## src/rtl/keypad_emulator.sv

```systemverilog
// rtl/keypad_emulator.sv - 4x4 matrix keypad responder driven by a queue of key requests
// Optional contact bounce model: define KEYPAD_EMULATOR_BOUNCE_EN.
module keypad_emulator #(
  parameter int HOLD_CYCLES   = 64,
  parameter int GAP_CYCLES    = 32,
  parameter int FIFO_DEPTH    = 4,
  parameter int BOUNCE_CYCLES = 8
) (
  input  logic       clk,
  input  logic       reset,
  input  logic       key_valid,
  input  logic [3:0] key_code,
  output logic       key_ready,
  input  logic [3:0] rowScan,
  output logic [3:0] col,
  output logic       busy,
  output logic       done,
  output logic [3:0] active_key
);

  localparam int MAX_CYCLES = (HOLD_CYCLES > GAP_CYCLES) ? HOLD_CYCLES : GAP_CYCLES;
  localparam int CW = $clog2(MAX_CYCLES);
  localparam int AW = $clog2(FIFO_DEPTH);
`ifdef KEYPAD_EMULATOR_BOUNCE_EN
  localparam bit BOUNCE_EN = 1'b1;
`else
  localparam bit BOUNCE_EN = 1'b0;
`endif
  localparam logic [CW-1:0] HOLD_LAST = CW'(HOLD_CYCLES - 1);
  localparam logic [CW-1:0] GAP_LAST  = CW'(GAP_CYCLES - 1);

  typedef enum logic [1:0] {IDLE, PRESS, RELEASE} state_t;

  state_t        state, state_next;
  logic [CW-1:0] cnt, cnt_next;

  logic [3:0]    mem [FIFO_DEPTH];
  logic [AW:0]   wr_ptr, rd_ptr;
  logic          fifo_empty, fifo_full, push, pop;
  logic [3:0]    fifo_head;
  logic          contact, in_bounce;

  // Pointers carry one wrap bit so full and empty are distinguishable.
  assign fifo_empty = (wr_ptr == rd_ptr);
  assign fifo_full  = (wr_ptr[AW] != rd_ptr[AW]) && (wr_ptr[AW-1:0] == rd_ptr[AW-1:0]);
  assign key_ready  = !fifo_full;
  assign push       = key_valid && !fifo_full;
  assign pop        = (state == IDLE) && !fifo_empty;
  assign fifo_head  = mem[rd_ptr[AW-1:0]];

  always_ff @(posedge clk) begin
    if (push) mem[wr_ptr[AW-1:0]] <= key_code;
  end

  always_ff @(posedge clk or posedge reset) begin
    if (reset) begin
      wr_ptr <= '0;
      rd_ptr <= '0;
    end else begin
      if (push) wr_ptr <= wr_ptr + 1'b1;
      if (pop)  rd_ptr <= rd_ptr + 1'b1;
    end
  end

  always_ff @(posedge clk or posedge reset) begin
    if (reset) state <= IDLE;
    else       state <= state_next;
  end

  always_comb begin
    state_next = state;
    cnt_next   = cnt;
    case (state)
      IDLE: begin
        if (!fifo_empty) begin
          state_next = PRESS;
          cnt_next   = '0;
        end
      end
      PRESS: begin
        if (cnt == HOLD_LAST) begin
          state_next = RELEASE;
          cnt_next   = '0;
        end else begin
          cnt_next = cnt + 1'b1;
        end
      end
      RELEASE: begin
        if (cnt == GAP_LAST) begin
          state_next = IDLE;
          cnt_next   = '0;
        end else begin
          cnt_next = cnt + 1'b1;
        end
      end
      default: begin
        state_next = IDLE;
        cnt_next   = '0;
      end
    endcase
  end

  // done is registered, so it is decided from where the FSM lands next.
  always_ff @(posedge clk or posedge reset) begin
    if (reset) begin
      cnt        <= '0;
      done       <= 1'b0;
      active_key <= '0;
    end else begin
      cnt  <= cnt_next;
      done <= (state_next == RELEASE) && (cnt_next == GAP_LAST);
      if (pop)
        active_key <= fifo_head;
      else if (state_next == IDLE)
        active_key <= '0;
    end
  end

  always_comb begin
    in_bounce = BOUNCE_EN && (32'(cnt) < BOUNCE_CYCLES);
    contact   = 1'b0;
    case (state)
      PRESS:   contact = in_bounce ? ~cnt[0] : 1'b1;
      RELEASE: contact = in_bounce ?  cnt[0] : 1'b0;
      default: contact = 1'b0;
    endcase
    col = '0;
    if (contact && rowScan[active_key[3:2]])
      col[active_key[1:0]] = 1'b1;
    busy = (state != IDLE) || !fifo_empty;
  end

endmodule

```

## config.mk

```make
export PLATFORM = sky130hd
export DESIGN_NAME = keypad_emulator
export DESIGN_NICKNAME = d
export VERILOG_FILES = /design/src/rtl/keypad_emulator.sv
export SDC_FILE = /design/constraint.sdc
export NUM_CORES = 1
export LEC_CHECK = 0
export ABC_AREA = 1
export CAP_MARGIN = 30
export CORE_MARGIN = 2
export CORE_UTILIZATION = 45
export CTS_CLUSTER_DIAMETER = 50
export DETAILED_ROUTE_END_ITERATION = 8
export PLACE_DENSITY = 0.72
export SYNTH_ARGS = -nofsm -noshare
export SYNTH_HDL_FRONTEND = slang
export SYNTH_SLANG_ARGS = --single-unit
```

## constraint.sdc

```tcl
create_clock -name clk -period 1.47 [get_ports clk]
set_clock_uncertainty 0.05 [all_clocks]
set_input_delay 0.294 -clock clk [delete_from_list [all_inputs] [get_ports clk]]
set_output_delay 0.294 -clock clk [all_outputs]
set_load 0.05 [all_outputs]
```

## Yosys cells after proc, flatten, opt, wreduce, memory -nomap -nowiden

Memory sizes are Yosys's and may differ from the RTL's.
Index checks and enable logic that the tools add are counted.

| word-level totals | value |
|---|---|
| output and inout bits | 11 |
| memories | 1 |
| word-level logic and storage cells | 53 |
| memory bits (writable) | 16 |
| flip-flop bits (word level) | 19 |

Memory list:

| memory | depth | width | rd ports | clocked after memory_dff | write ports | RTL line | text |
|---|---|---|---|---|---|---|---|
| mem | 4 | 4 | 1 | 0 | 1 | 37 | `logic [3:0] mem [FIFO_DEPTH];` |

| operators by class | value |
|---|---|
| add/subtract/negate cells | 3 |
| reductions and logical operators | 13 |
| muxes and demuxes | 18 |
| eq/ne operators | 9 |
| order comparisons | 3 |

Operators by type and width:

| cell | count |
|---|---|
| 2-to-1 mux 6 bit | 3 |
| case mux 6 bit (3 select lines) | 1 |
| == test 6 x 5 -> 1 bit, second input constant | 2 |
| 2-to-1 mux 4 bit | 3 |
| adder 3 x 1 -> 3 bit, second input constant | 2 |
| adder 6 x 1 -> 6 bit, second input constant | 1 |
| == test 6 bit, second input constant | 1 |
| logical AND 1 bit | 6 |
| < comparator 2 x 3 -> 1 bit, second input constant | 2 |
| 2-to-1 mux 2 bit | 3 |
| case mux 2 bit (3 select lines) | 1 |
| 2-to-1 mux 1 bit | 5 |
| == test 2 bit, second input constant | 2 |
| zero test 2 bit | 2 |
| nonzero test 2 bit | 2 |
| == test 3 bit | 1 |
| binary-select mux 1 bit (select 2 bit) | 1 |
| demux 1 bit (select 2 bit) | 1 |
| == test 2 x 1 -> 1 bit, second input constant | 1 |
| == test 2 bit | 1 |
| greater-or-equal comparator 2 x 1 -> 1 bit, second input constant | 1 |
| zero test 1 bit | 2 |
| logical OR 1 bit | 1 |
| inequality test 1 bit | 1 |

## Logic depth before layout (Yosys ltp)

Gate-level depths: netlist of the first run.

| logic depth | value |
|---|---|
| depth after elaboration | 6 |
| mapped depth | 10 |
| mapped depth without buffers | 10 |

## Least setup slack after synthesis of the first run

OpenSTA, ideal clock, no wires.

| timing path | value |
|---|---|
| path kind | register to output |
| start point | register active_key[2] |
| end point | output port col[0] |
| cell stages (with the launch flop) | 5 |
| data required time | 1.126 ns |
| setup slack | -1.028 ns |
| buffers on the path | 0 |
| data arrival time | 2.154 ns |
| cell sequence | dfrtp_1 o21ai_0 o22ai_1 nand2_1 nor3_1 |

| on the way | value |
|---|---|
| longest elaborated chain between the ends | 4 |

Ends and longest elaborated chain:

| what | RTL line | text |
|---|---|---|
| start: declaration | 18 | `output logic [3:0] active_key` |
| start signal: assignment | 113 | `active_key <= fifo_head;` |
| binary-select mux 1 bit (select 2 bit) | 128 | `if (contact && rowScan[active_key[3:2]])` |
| 2-to-1 mux 1 bit (not written as such) | 128 |  |
| logical AND 1 bit | 128 |  |
| 2-to-1 mux 4 bit | 128 |  |
| end: declaration | 15 | `output logic [3:0] col,` |

No other way between the ends. The select of a mux whose other input is x is not followed.

## Worst setup path in the final report of the first run

| timing path | value |
|---|---|
| start point | register active_key[2] |
| end point | output port col[3] |

The elaborated chain is that of the path after synthesis.

==> results of run 1 <==
repair_timing:
action / in CTS / in global routing
setup endpoints to repair: 12 / 36
resized for setup: 24 / 22
buffers inserted: 19 / 6
pin swaps: 20 / 12
report_power, final:
group	internal, mW	switching (mW)
registers	1.16	0.0695
clock network	0.505	0.381
logic	0.710	0.673
total	2.38	1.12
layer usage:
metal,up-vias,share of wire (%),track usage (%)
met5,-,0,0
met4,0,3.0,9.949
met1,785,36,23.84
met3,16,4.5,5.743
met2,59,56,43.00
li1,752,-,-
state kept, by name, summed over array words and instances (netlist names):
signal,count
state,2
rd_ptr,3
done,1
wr_ptr,3
cnt,6
mem,16
active_key,4
path summary, 6_finish.rpt:
kind,from,endpoint,slack [ps]
max reg2reg,wr_ptr[1]$_DFFE_PP0P_,mem[3][1]$_DFFE_PP_,-200
min reg2reg,active_key[3]$_DFFE_PP0P_,active_key[3]$_DFFE_PP0P_,530
min in group clk,active_key[3]$_DFFE_PP0P_,active_key[3]$_DFFE_PP0P_,530
max,active_key[2]$_DFFE_PP0P_,col[3],-390
max in group asynchronous,reset,active_key[1]$_DFFE_PP0P_,870
min,reset,cnt[2]$_DFF_PP0_,270
worst reg2reg max path, delay by kind of cell, from the launching register on:
| kind | cells | cell delay (ps) |
|---|---|---|
| buf+inv | 3 | 320 |
| flops | 1 | 430 |
| simple gates | 6 | 560 |
synth_stat cells (2+ instances only):
| library cell | count |
|---|---|
| edfxtp_1 | 16 |
| o21ai_0 | 11 |
| nand2_4 | 2 |
| xor2_1 | 5 |
| nand4_1 | 5 |
| nand2_2 | 5 |
| nor2_1 | 10 |
| a21oi_1 | 5 |
| ha_1 | 6 |
| nor2_4 | 2 |
| o21ai_1 | 2 |
| inv_1 | 24 |
| dfrtp_1 | 19 |
| nand2_1 | 43 |
| nor3_1 | 4 |
| inv_2 | 3 |
| nand3_1 | 9 |
final cells by class:
cell class	instances	area [um2]
clock buffer	5	68.82
clock inverter	3	43.79
inverter	27	101.3
fill	232	857.1
sequential	35	960.9
tap	48	60.06
multi-input combinational	121	900.9
timing repair buffer	70	723.2
cell families after synthesis:
logic type	count (synthesis)	share of synthesized area (%)
flip-flops	35	54.34
adder cells (fa/ha/maj)	6	4.267
buffers and inverters	28	5.974
AND/OR/NAND/NOR	84	23.68
multiplexers	1	0.5690
XOR/XNOR	7	3.912
AO/OA/AOI/OAI	23	7.255
through the flow:
step | utilization, % | setup WS, ps | total power [mW] | TNS, ps | area [um2]
after CTS | 74.14 | -410.9 | 3.286 | -4738 | 2755
final | 76.94 | -392.8 | 3.502 | -5261 | 2859
after floorplan | - | -332.1 | 1.759 | -3467 | 1848
after detailed placement | 65.79 | -453.9 | 2.098 | -2264 | 2445
after global placement | 65.79 | -419.6 | 2.047 | -1898 | 2445
after global routing | 76.94 | -505.3 | 3.639 | -7327 | 2859
==> impl_metrics.prom, run 1 <==
# TYPE chip_impl_metric gauge
chip_impl_info{name="run_status",value="finished with violations"} 1
chip_impl_info{name="violations",value="negative setup slack"} 1
chip_impl_info{name="ctsRootBufferMaster",value="clkbuf_8"} 1
chip_impl_metric{name="grt_pass1_vias",unit=""} 1675
chip_impl_metric{name="final_hold_viol_count",unit=""} 0
chip_impl_metric{name="die_height",unit="um"} 66.53
chip_impl_metric{name="syn_nets",unit=""} 201
chip_impl_metric{name="final.setup.worst_slack",unit="ps"} -392.8
chip_impl_metric{name="core_footprint",unit="mm2"} 0.003716
chip_impl_metric{name="post_synthesis_sequential_element_count",unit=""} 35
chip_impl_metric{name="netlist-cell-type-count",unit=""} 30
chip_impl_metric{name="reg2reg_depth",unit=""} 9
chip_impl_metric{name="wl",unit="um"} 4895
chip_impl_metric{name="grt_antenna_before_repair",unit=""} 0
chip_impl_info{name="tritoncts",value="done"} 1
chip_impl_info{name="cp_cell_sequence",value="mux2i_1, o22ai_1, nand2_2, nor3_4, buf_12"} 1
chip_impl_metric{name="antenna_violating_nets_post_route",unit=""} 0
chip_impl_info{name="critical_path.slowest_cell",value="dfrtp_2"} 1
chip_impl_metric{name="power.density",unit="mW/mm2"} 1225
chip_impl_metric{name="vias_per_std_cell",unit=""} 5.217
chip_impl_metric{name="num_rows",unit=""} 22
chip_impl_metric{name="clk_transition_reported_paths",unit="ps"} 80
chip_impl_metric{name="period_minus_slack",unit="ps"} 1863
chip_impl_metric{name="critical_path_buf_inv_count",unit=""} 1
chip_impl_metric{name="cts-hold-fix-buffers",unit=""} 0
chip_impl_metric{name="edff_count_synth",unit=""} 16
chip_impl_metric{name="grt_util_all_layers",unit="%"} 22.92
chip_impl_info{name="timing.hold.worst.class",value="in -> async"} 1
chip_impl_info{name="primary_ff_master_synth",value="dfrtp_1"} 1
chip_impl_metric{name="dr_total_vias",unit=""} 1612
chip_impl_metric{name="min_period_over_period",unit="%"} 126.7
chip_impl_metric{name="worst_ep_arrival_time",unit="ps"} 1520
chip_impl_metric{name="detail_route.first_pass.iterations",unit=""} 4
chip_impl_metric{name="hold-worst-slack",unit="ps"} 269.2
chip_impl_metric{name="critical_path_cell_count",unit=""} 5
chip_impl_metric{name="post_layout_nonfiller_instances",unit=""} 309
chip_impl_metric{name="postSynthCellCount",unit=""} 184
chip_impl_metric{name="nNetsFinal",unit=""} 277
chip_impl_metric{name="gpl.final_weighted_congestion",unit=""} 0.7785
chip_impl_metric{name="clock_sinks",unit=""} 35
chip_impl_metric{name="drt_first_iter_violations",unit=""} 96
chip_impl_metric{name="peak_fanout_along_the_critical_path",unit=""} 4
chip_impl_info{name="setup_cp_type",value="reg -> out"} 1
chip_impl_metric{name="yosysSeqAreaShare",unit="%"} 54.34
chip_impl_metric{name="design.die.area",unit="mm2"} 0.004426
chip_impl_metric{name="grt_max_degree",unit=""} 20
chip_impl_metric{name="cp_data_required_time",unit="ps"} 1130
chip_impl_metric{name="irDropWorstVdd",unit="mV"} 1.201
chip_impl_metric{name="count_of_inserted_antenna_diode_cells",unit=""} 0
chip_impl_metric{name="cts_h_tree_lvls",unit=""} 2
chip_impl_metric{name="buffer_ports.inserted",unit=""} 21
chip_impl_metric{name="number_of_max_slew_violations_in_the_final_report",unit=""} 0
chip_impl_info{name="final_common_cell",value="buf_4"} 1
chip_impl_metric{name="avgRoutedWirePerCell",unit="um"} 15.84
chip_impl_info{name="grt_setup_unrepaired",value="yes"} 1
chip_impl_metric{name="synth_warn",unit=""} 0
chip_impl_metric{name="power.leakage",unit="nW"} 1.296
chip_impl_info{name="most_frequent_cells_in_the_layout",value="buf_4 (38), nand2_1 (37), inv_1 (19), edfxtp_1 (16), dfrtp_1 (15)"} 1
chip_impl_metric{name="cts_made_buffers",unit=""} 5
chip_impl_metric{name="synthesis.area",unit="mm2"} 0.001759
chip_impl_metric{name="io_pins",unit=""} 22
chip_impl_metric{name="dp_hpwl",unit="um"} 2978
chip_impl_metric{name="clkLatencyLatePin",unit="ps"} 300
chip_impl_metric{name="worstMarginPinSlew",unit="ps"} 266.0
chip_impl_metric{name="grt_pass1_wl",unit="um"} 7383
chip_impl_metric{name="start_util",unit="%"} 47.34
chip_impl_metric{name="slew_headroom",unit="%"} 82.15
chip_impl_info{name="netlist_top_cells_area",value="edfxtp_1 (27%), dfrtp_1 (27%), nand2_1 (9.2%)"} 1
chip_impl_metric{name="grt.overflow.total",unit=""} 0
chip_impl_metric{name="synth_async_sr_flop_share",unit="%"} 54.29
chip_impl_metric{name="synthesis.area_per_instance",unit="um2"} 9.561
chip_impl_metric{name="cap_violations",unit=""} 0
chip_impl_metric{name="route.detailed.drc",unit=""} 0
chip_impl_metric{name="max_freq",unit="MHz"} 536.8
chip_impl_info{name="synth_top_area_cell",value="edfxtp_1"} 1
chip_impl_metric{name="number_of_failing_setup_endpoints_in_the_final_timing_report",unit=""} 28
chip_impl_metric{name="cts_max_path_buffers",unit=""} 2
chip_impl_metric{name="layout_overhead_on_the_synthesized_area",unit="%"} 62.52
chip_impl_metric{name="floorplan.die.width",unit="um"} 66.53
chip_impl_metric{name="critical-path-max-stage-delay",unit="ps"} 430
chip_impl_info{name="launching_element_type_of_the_critical_path",value="flip-flop"} 1
chip_impl_metric{name="yosys.area.top_type_share",unit="%"} 27.31
chip_impl_metric{name="post_place_cells",unit=""} 283
chip_impl_info{name="critPathCaptureType",value="primary output"} 1
chip_impl_metric{name="layout-drive-gt1-share",unit="%"} 45.21
chip_impl_info{name="critical_path.top_delay_family",value="flip-flops"} 1
(Power assumes the default switching activity.)
==> run 2: changes to the inputs <==
Settings changed: PLACE_DENSITY 0.72 to default, PLACE_DENSITY_LB_ADDON from default to 0.12.
==> impl_metrics.prom, run 2 (synthesis gave the netlist of run 1 again) <==
# TYPE chip_impl_metric gauge
chip_impl_metric{name="grt_max_degree",unit=""} 20
chip_impl_metric{name="dp_hpwl",unit="um"} 2705
chip_impl_metric{name="power.density",unit="mW/mm2"} 1133
chip_impl_info{name="critical_path.slowest_cell",value="clkdlybuf4s50_1"} 1
chip_impl_metric{name="clkLatencyLatePin",unit="ps"} 290
chip_impl_metric{name="cts_h_tree_lvls",unit=""} 2
chip_impl_metric{name="dp_worst_setup_slack",unit="ps"} -452.9
chip_impl_metric{name="drt_first_iter_violations",unit=""} 78
chip_impl_metric{name="final_design_area_no_fill",unit="mm2"} 0.002744
chip_impl_metric{name="final.setup.worst_slack",unit="ps"} -420.8
chip_impl_metric{name="grt_util_all_layers",unit="%"} 19.20
chip_impl_metric{name="dr_total_vias",unit=""} 1467
chip_impl_info{name="grt_setup_unrepaired",value="yes"} 1
chip_impl_metric{name="grt.overflow.total",unit=""} 0
chip_impl_metric{name="power.leakage",unit="nW"} 1.254
chip_impl_info{name="most_frequent_cells_in_the_layout",value="buf_4 (39), nand2_1 (38), inv_1 (21), edfxtp_1 (16), dfrtp_1 (15)"} 1
chip_impl_metric{name="period_minus_slack",unit="ps"} 1891
chip_impl_metric{name="core_footprint",unit="mm2"} 0.003716
chip_impl_metric{name="placed_cell_area",unit="mm2"} 0.002437
chip_impl_metric{name="avgRoutedWirePerCell",unit="um"} 12.44
chip_impl_metric{name="clock_sinks",unit=""} 35
chip_impl_info{name="tritoncts",value="done"} 1
chip_impl_metric{name="number_of_failing_setup_endpoints_in_the_final_timing_report",unit=""} 26
chip_impl_metric{name="number_of_max_slew_violations_in_the_final_report",unit=""} 0
chip_impl_metric{name="grt_pass1_vias",unit=""} 1420
chip_impl_metric{name="route.detailed.drc",unit=""} 0
chip_impl_metric{name="post-route-util",unit="%"} 73.84
chip_impl_metric{name="wl",unit="um"} 3781
chip_impl_metric{name="nNetsFinal",unit=""} 272
chip_impl_metric{name="slew_headroom",unit="%"} 83.47
chip_impl_info{name="final_common_cell",value="buf_4"} 1
chip_impl_metric{name="grt_pass1_wl",unit="um"} 6251
chip_impl_metric{name="cts-hold-fix-buffers",unit=""} 0
chip_impl_metric{name="design.die.area",unit="mm2"} 0.004426
chip_impl_info{name="violations",value="negative setup slack"} 1
chip_impl_metric{name="num_rows",unit=""} 22
chip_impl_info{name="run_status",value="finished with violations"} 1
chip_impl_metric{name="grt_antenna_before_repair",unit=""} 0
chip_impl_info{name="worst_setup_path_endpoint",value="col[1]"} 1
chip_impl_metric{name="largest_register_ffs",unit=""} 16
chip_impl_metric{name="cts_max_path_buffers",unit=""} 2
chip_impl_info{name="launching_element_type_of_the_critical_path",value="primary input"} 1
chip_impl_metric{name="min_period_over_period",unit="%"} 128.6
chip_impl_metric{name="cap_violations",unit=""} 0
chip_impl_metric{name="gpl.final_weighted_congestion",unit=""} 0.8263
chip_impl_metric{name="count_of_inserted_antenna_diode_cells",unit=""} 0
chip_impl_metric{name="worstMarginPinSlew",unit="ps"} 248.0
chip_impl_info{name="cp_cell_sequence",value="clkdlybuf4s50_1, o21ai_1, o22ai_1, nand2_2, nor3_4, buf_12"} 1
chip_impl_metric{name="max_freq",unit="MHz"} 528.9
chip_impl_metric{name="buffer_ports.inserted",unit=""} 21
chip_impl_metric{name="r2r_setup_slack",unit="ps"} -150
chip_impl_metric{name="start_util",unit="%"} 47.34
chip_impl_metric{name="irDropWorstVdd",unit="mV"} 0.8299
chip_impl_metric{name="final_hold_viol_count",unit=""} 0
chip_impl_metric{name="worst_ep_arrival_time",unit="ps"} 1550
chip_impl_metric{name="peak_fanout_along_the_critical_path",unit=""} 4
chip_impl_metric{name="io_pins",unit=""} 22
chip_impl_metric{name="cp_data_required_time",unit="ps"} 1130
chip_impl_metric{name="detail_route.first_pass.iterations",unit=""} 4
chip_impl_info{name="timing.critical_path.from",value="rowScan[2]"} 1
chip_impl_info{name="regToRegStartpoint",value="wr_ptr[0]$_DFFE_PP0P_"} 1
chip_impl_info{name="r2r_end",value="mem[3][0]$_DFFE_PP_"} 1
chip_impl_metric{name="cts_made_buffers",unit=""} 5
chip_impl_info{name="critPathCaptureType",value="primary output"} 1
chip_impl_metric{name="reg2reg_depth",unit=""} 9
chip_impl_metric{name="vias_per_std_cell",unit=""} 4.826
chip_impl_metric{name="totalPowerFinal",unit="mW"} 3.110
chip_impl_info{name="timing.hold.worst.class",value="in -> async"} 1
chip_impl_info{name="setup_cp_type",value="in -> out"} 1
chip_impl_metric{name="layout_overhead_on_the_synthesized_area",unit="%"} 55.97
chip_impl_metric{name="floorplan.die.width",unit="um"} 66.53
chip_impl_metric{name="layout-drive-gt1-share",unit="%"} 41.41
chip_impl_metric{name="critical-path-max-stage-delay",unit="ps"} 460
chip_impl_metric{name="antenna_violating_nets_post_route",unit=""} 0
chip_impl_info{name="ctsRootBufferMaster",value="clkbuf_8"} 1
chip_impl_metric{name="clk_transition_reported_paths",unit="ps"} 80
chip_impl_metric{name="setup_tns",unit="ps"} -4324
chip_impl_metric{name="die_height",unit="um"} 66.53
run 2: cell count changes in the layout (fill, tap and decap cells not counted), sizes merged:
cell / previous run / this run
dlygate4sd2: 1 / 0
buf: 60 / 55
clkdlybuf4s50: 9 / 10
run 2: report_power, final:
group | internal [mW] | leakage, nW | total (mW) | switching (mW)
combinational | 0.510 | 0.825 | 1.02 | 0.509
sequential | 1.16 | 0.371 | 1.23 | 0.0623
clock | 0.505 | 0.0581 | 0.865 | 0.360
total | 2.18 | 1.25 | 3.11 | 0.931
run 2: final cells by class:
type,instances,area [um2]
Inverter,27,101.3
Clock buffer,5,68.82
Multi-Input combinational cell,121,848.3
Timing Repair Buffer,65,660.6
Tap cell,48,60.06
Clock inverter,3,43.79
Sequential cell,35,960.9
Fill cell,266,972.2
run 2: how the worst min path moves through the flow:
stage               slack (ps)  cells past startpoint                        end
floorplan                  190                      1           cnt[0]$_DFF_PP0_
global placement           450                      1      wr_ptr[2]$_DFFE_PP0P_
detailed placement         470                      1      wr_ptr[2]$_DFFE_PP0P_
CTS                        290                      3           cnt[1]$_DFF_PP0_
global route               320                      3           cnt[2]$_DFF_PP0_
finish                     290                      3  active_key[0]$_DFFE_PP0P_
run 2: per-stage QoR:
stage                     std cells  hold WS [ps]
after floorplan                 184         194.9
after global placement          282         454.2
after detailed placement        282         466.5
after CTS                       298         294.0
after global routing            304         321.6
final                           304         288.6
run 2: worst max-delay path: cells and delay by family:
kind / cells / cell delay (ps)
AO/OA/AOI/OAI: 2 / 260
buffers and inverters: 2 / 620
AND/OR/NAND/NOR: 2 / 370
run 2: layer usage:
layer	share of wire [%]	track usage, %	wire [um]
met1	42	21.78	1584
met4	2.2	7.653	84
met5	0	0	0
met2	53	34.38	1989
met3	3.2	4.730	122
run 2: repair_timing:
action | in CTS | in global routing
buffers inserted | 8 | 6
setup endpoints to repair | 11 | 31
pin swaps | 7 | 5
gates resized for setup | 14 | 14
==> run 3: changes to the inputs <==
Settings changed: ABC_AREA 1 to default.
==> impl_metrics.prom, run 3 <==
# TYPE chip_impl_metric gauge
chip_impl_info{name="run_status",value="finished with violations"} 1
chip_impl_metric{name="yosys.area.top_type_share",unit="%"} 28.07
chip_impl_metric{name="critical_path_cell_count",unit=""} 4
chip_impl_metric{name="synth_async_sr_flop_share",unit="%"} 54.29
chip_impl_metric{name="worstMarginPinSlew",unit="ps"} 359.0
chip_impl_metric{name="route.detailed.drc",unit=""} 0
chip_impl_metric{name="totalPowerFinal",unit="mW"} 6.537
chip_impl_metric{name="period_minus_slack",unit="ps"} 2002
chip_impl_metric{name="number_of_failing_setup_endpoints_in_the_final_timing_report",unit=""} 38
chip_impl_metric{name="final.setup.worst_slack",unit="ps"} -532.1
chip_impl_info{name="critPathCaptureType",value="primary output"} 1
chip_impl_metric{name="die_height",unit="um"} 65.68
chip_impl_metric{name="number_of_max_slew_violations_in_the_final_report",unit=""} 0
chip_impl_metric{name="critical-path-max-stage-delay",unit="ps"} 490
chip_impl_metric{name="core_footprint",unit="mm2"} 0.003661
chip_impl_metric{name="netlist-cell-type-count",unit=""} 38
chip_impl_info{name="synth_top_area_cell",value="edfxtp_1"} 1
chip_impl_metric{name="max_freq",unit="MHz"} 499.5
chip_impl_info{name="post-synth-top-count-cell",value="dfrtp_1"} 1
chip_impl_metric{name="edff_count_synth",unit=""} 16
chip_impl_metric{name="final_hold_viol_count",unit=""} 0
chip_impl_metric{name="yosysSeqAreaShare",unit="%"} 55.85
chip_impl_info{name="tritoncts",value="done"} 1
chip_impl_metric{name="layout_overhead_on_the_synthesized_area",unit="%"} 64.55
chip_impl_metric{name="grt_antenna_before_repair",unit=""} 0
chip_impl_metric{name="start_util",unit="%"} 46.75
chip_impl_metric{name="grt_max_degree",unit=""} 20
chip_impl_info{name="final_common_cell",value="buf_4"} 1
chip_impl_metric{name="hold-worst-slack",unit="ps"} 285.0
chip_impl_metric{name="clk_transition_reported_paths",unit="ps"} 70
chip_impl_metric{name="layout-drive-gt1-share",unit="%"} 58.00
chip_impl_metric{name="final_design_area_no_fill",unit="mm2"} 0.002816
chip_impl_metric{name="buffer_ports.inserted",unit=""} 21
chip_impl_info{name="critical_path.top_delay_family",value="multiplexers"} 1
chip_impl_metric{name="gpl.final_weighted_congestion",unit=""} 0.8866
chip_impl_metric{name="irDropWorstVdd",unit="mV"} 1.785
chip_impl_info{name="most_frequent_cells_in_the_layout",value="buf_4 (29), buf_6 (18), edfxtp_1 (16), dfrtp_1 (11), inv_1 (9)"} 1
chip_impl_metric{name="slew_headroom",unit="%"} 76.03
chip_impl_metric{name="num_rows",unit=""} 22
chip_impl_metric{name="nNetsFinal",unit=""} 216
chip_impl_info{name="primary_ff_master_synth",value="dfrtp_1"} 1
chip_impl_metric{name="io_pins",unit=""} 22
chip_impl_metric{name="synthesis.area_per_instance",unit="um2"} 13.37
chip_impl_metric{name="syn_nets",unit=""} 145
chip_impl_metric{name="dr_total_vias",unit=""} 1279
chip_impl_metric{name="detail_route.first_pass.iterations",unit=""} 4
chip_impl_metric{name="floorplan.die.width",unit="um"} 65.68
chip_impl_metric{name="count_of_inserted_antenna_diode_cells",unit=""} 0
chip_impl_info{name="launching_element_type_of_the_critical_path",value="flip-flop"} 1
chip_impl_metric{name="wl",unit="um"} 4511
chip_impl_info{name="cp_cell_sequence",value="mux4_2, and2_4, and3_4, buf_8"} 1
chip_impl_metric{name="post_synthesis_sequential_element_count",unit=""} 35
chip_impl_metric{name="clkLatencyLatePin",unit="ps"} 290
chip_impl_metric{name="grt.overflow.total",unit=""} 0
chip_impl_metric{name="cts_max_path_buffers",unit=""} 2
chip_impl_metric{name="drt_first_iter_violations",unit=""} 47
chip_impl_info{name="grt_setup_unrepaired",value="yes"} 1
chip_impl_metric{name="reg2reg_depth",unit=""} 6
chip_impl_metric{name="grt_util_all_layers",unit="%"} 21.04
chip_impl_info{name="ctsRootBufferMaster",value="clkbuf_8"} 1
chip_impl_metric{name="min_period_over_period",unit="%"} 136.2
chip_impl_metric{name="dp_hpwl",unit="um"} 2577
chip_impl_info{name="timing.hold.worst.class",value="in -> async"} 1
chip_impl_info{name="violations",value="negative setup slack"} 1
chip_impl_metric{name="placed_cell_area",unit="mm2"} 0.002367
chip_impl_metric{name="worst_ep_arrival_time",unit="ps"} 1660
chip_impl_metric{name="grt_pass1_wl",unit="um"} 6437
chip_impl_metric{name="setup_tns",unit="ps"} -10500
chip_impl_metric{name="synth_warn",unit=""} 0
chip_impl_metric{name="synthesis.area",unit="mm2"} 0.001712
chip_impl_metric{name="design.die.area",unit="mm2"} 0.004313
chip_impl_metric{name="grt_pass1_vias",unit=""} 1286
chip_impl_metric{name="dp_worst_setup_slack",unit="ps"} -565.5
chip_impl_metric{name="cts_h_tree_lvls",unit=""} 2
chip_impl_info{name="netlist_top_cells_area",value="edfxtp_1 (28%), dfrtp_1 (28%), mux4_2 (5.3%)"} 1
chip_impl_metric{name="power.density",unit="mW/mm2"} 2321
chip_impl_metric{name="cp_data_required_time",unit="ps"} 1130
chip_impl_info{name="synth_commonest_cells",value="dfrtp_1 (19), edfxtp_1 (16), inv_1 (10)"} 1
chip_impl_metric{name="cts_made_buffers",unit=""} 5
chip_impl_metric{name="critical_path_buf_inv_count",unit=""} 1
chip_impl_info{name="critical_path.slowest_cell",value="mux4_2"} 1
chip_impl_metric{name="peak_fanout_along_the_critical_path",unit=""} 4
chip_impl_metric{name="postSynthCellCount",unit=""} 128
chip_impl_metric{name="largest_register_ffs",unit=""} 16
chip_impl_metric{name="cap_violations",unit=""} 0
chip_impl_metric{name="vias_per_std_cell",unit=""} 5.157
chip_impl_metric{name="power.leakage",unit="nW"} 1.199
chip_impl_metric{name="cts-hold-fix-buffers",unit=""} 0
chip_impl_info{name="setup_cp_type",value="reg -> out"} 1
chip_impl_metric{name="clock_sinks",unit=""} 35
chip_impl_metric{name="avgRoutedWirePerCell",unit="um"} 18.19
chip_impl_metric{name="antenna_violating_nets_post_route",unit=""} 0
==> run 3: changes by cell type after synthesis, sizes merged, moves of 5 or more <==
cell,previous run,this run
o21ai,14,7
nand3,10,4
and2,0,5
nor2,13,8
mux4,0,5
inv,27,10
nand2,50,9
==> run 3: kinds of logic after synthesis <==
kind of cell	count (synthesis)	synth area share, %
buffers and inverters	11	2.485
and+or+nand+nor	41	14.18
xor gates and xnor gates	9	5.922
AOI/OAI and AO/OA	18	8.480
adders and majority gates	6	4.386
muxes	8	8.699
DFF	35	55.85
==> run 3: worst min-delay path: stages <==
cell and delay (ps):
clkdlybuf4s50_1 400, inv_1 60, buf_4 260
==> run 3: cell type report <==
type                    instances  area [um2]
multi-input cells              82       948.4
inverters                      10       37.54
well taps                      48       60.06
clock buffers                   6       72.57
clock inverters                 2       60.06
repair buffers                 65       671.9
fillers                       212       844.6
flip-flops and latches         35       965.9
==> run 3: power breakdown <==
part	switching (mW)	internal (mW)	total (mW)	leakage [nW]
sequential	0.353	1.37	1.72	0.372
combinational	1.86	1.93	3.78	0.762
clock	0.350	0.678	1.03	0.0654
total	2.56	3.97	6.54	1.20
==> run 3: per-layer routing <==
metal	up-vias	wire length (um)	part of all wire [%]	track usage, %
met5	-	0	0	0
met1	628	1777	39	24.63
met3	7	218	4.8	5.137
met4	0	117	2.6	9.375
li1	607	-	-	-
met2	37	2396	53	36.36
==> run 3: metrics by stage <==
stage	cells	utilization, %
6_report	248	76.93
5_1_grt	248	76.93
4_1_cts	242	72.86
3_5_place_dp	226	64.66
3_3_place_gp	226	64.66
2_1_floorplan	128	-
==> run 3: path summary, 6_finish.rpt <==
kind | start | end | slack [ps]
max | active_key[2]$_DFFE_PP0P_ | col[3] | -530
min | reset | cnt[5]$_DFF_PP0_ | 290
max reg2reg | wr_ptr[0]$_DFFE_PP0P_ | done$_DFF_PP0_ | -430
min reg2reg | active_key[3]$_DFFE_PP0P_ | active_key[3]$_DFFE_PP0P_ | 580
max in group asynchronous | reset | active_key[3]$_DFFE_PP0P_ | 840
min in group clk | active_key[3]$_DFFE_PP0P_ | active_key[3]$_DFFE_PP0P_ | 580
==> run 3: timing repair <==
item                       CTS  global route
gates cloned                 0             0
gates resized for setup     36            25
pin swaps                   16            17
setup endpoints to repair   37            40
setup buffers                9             8
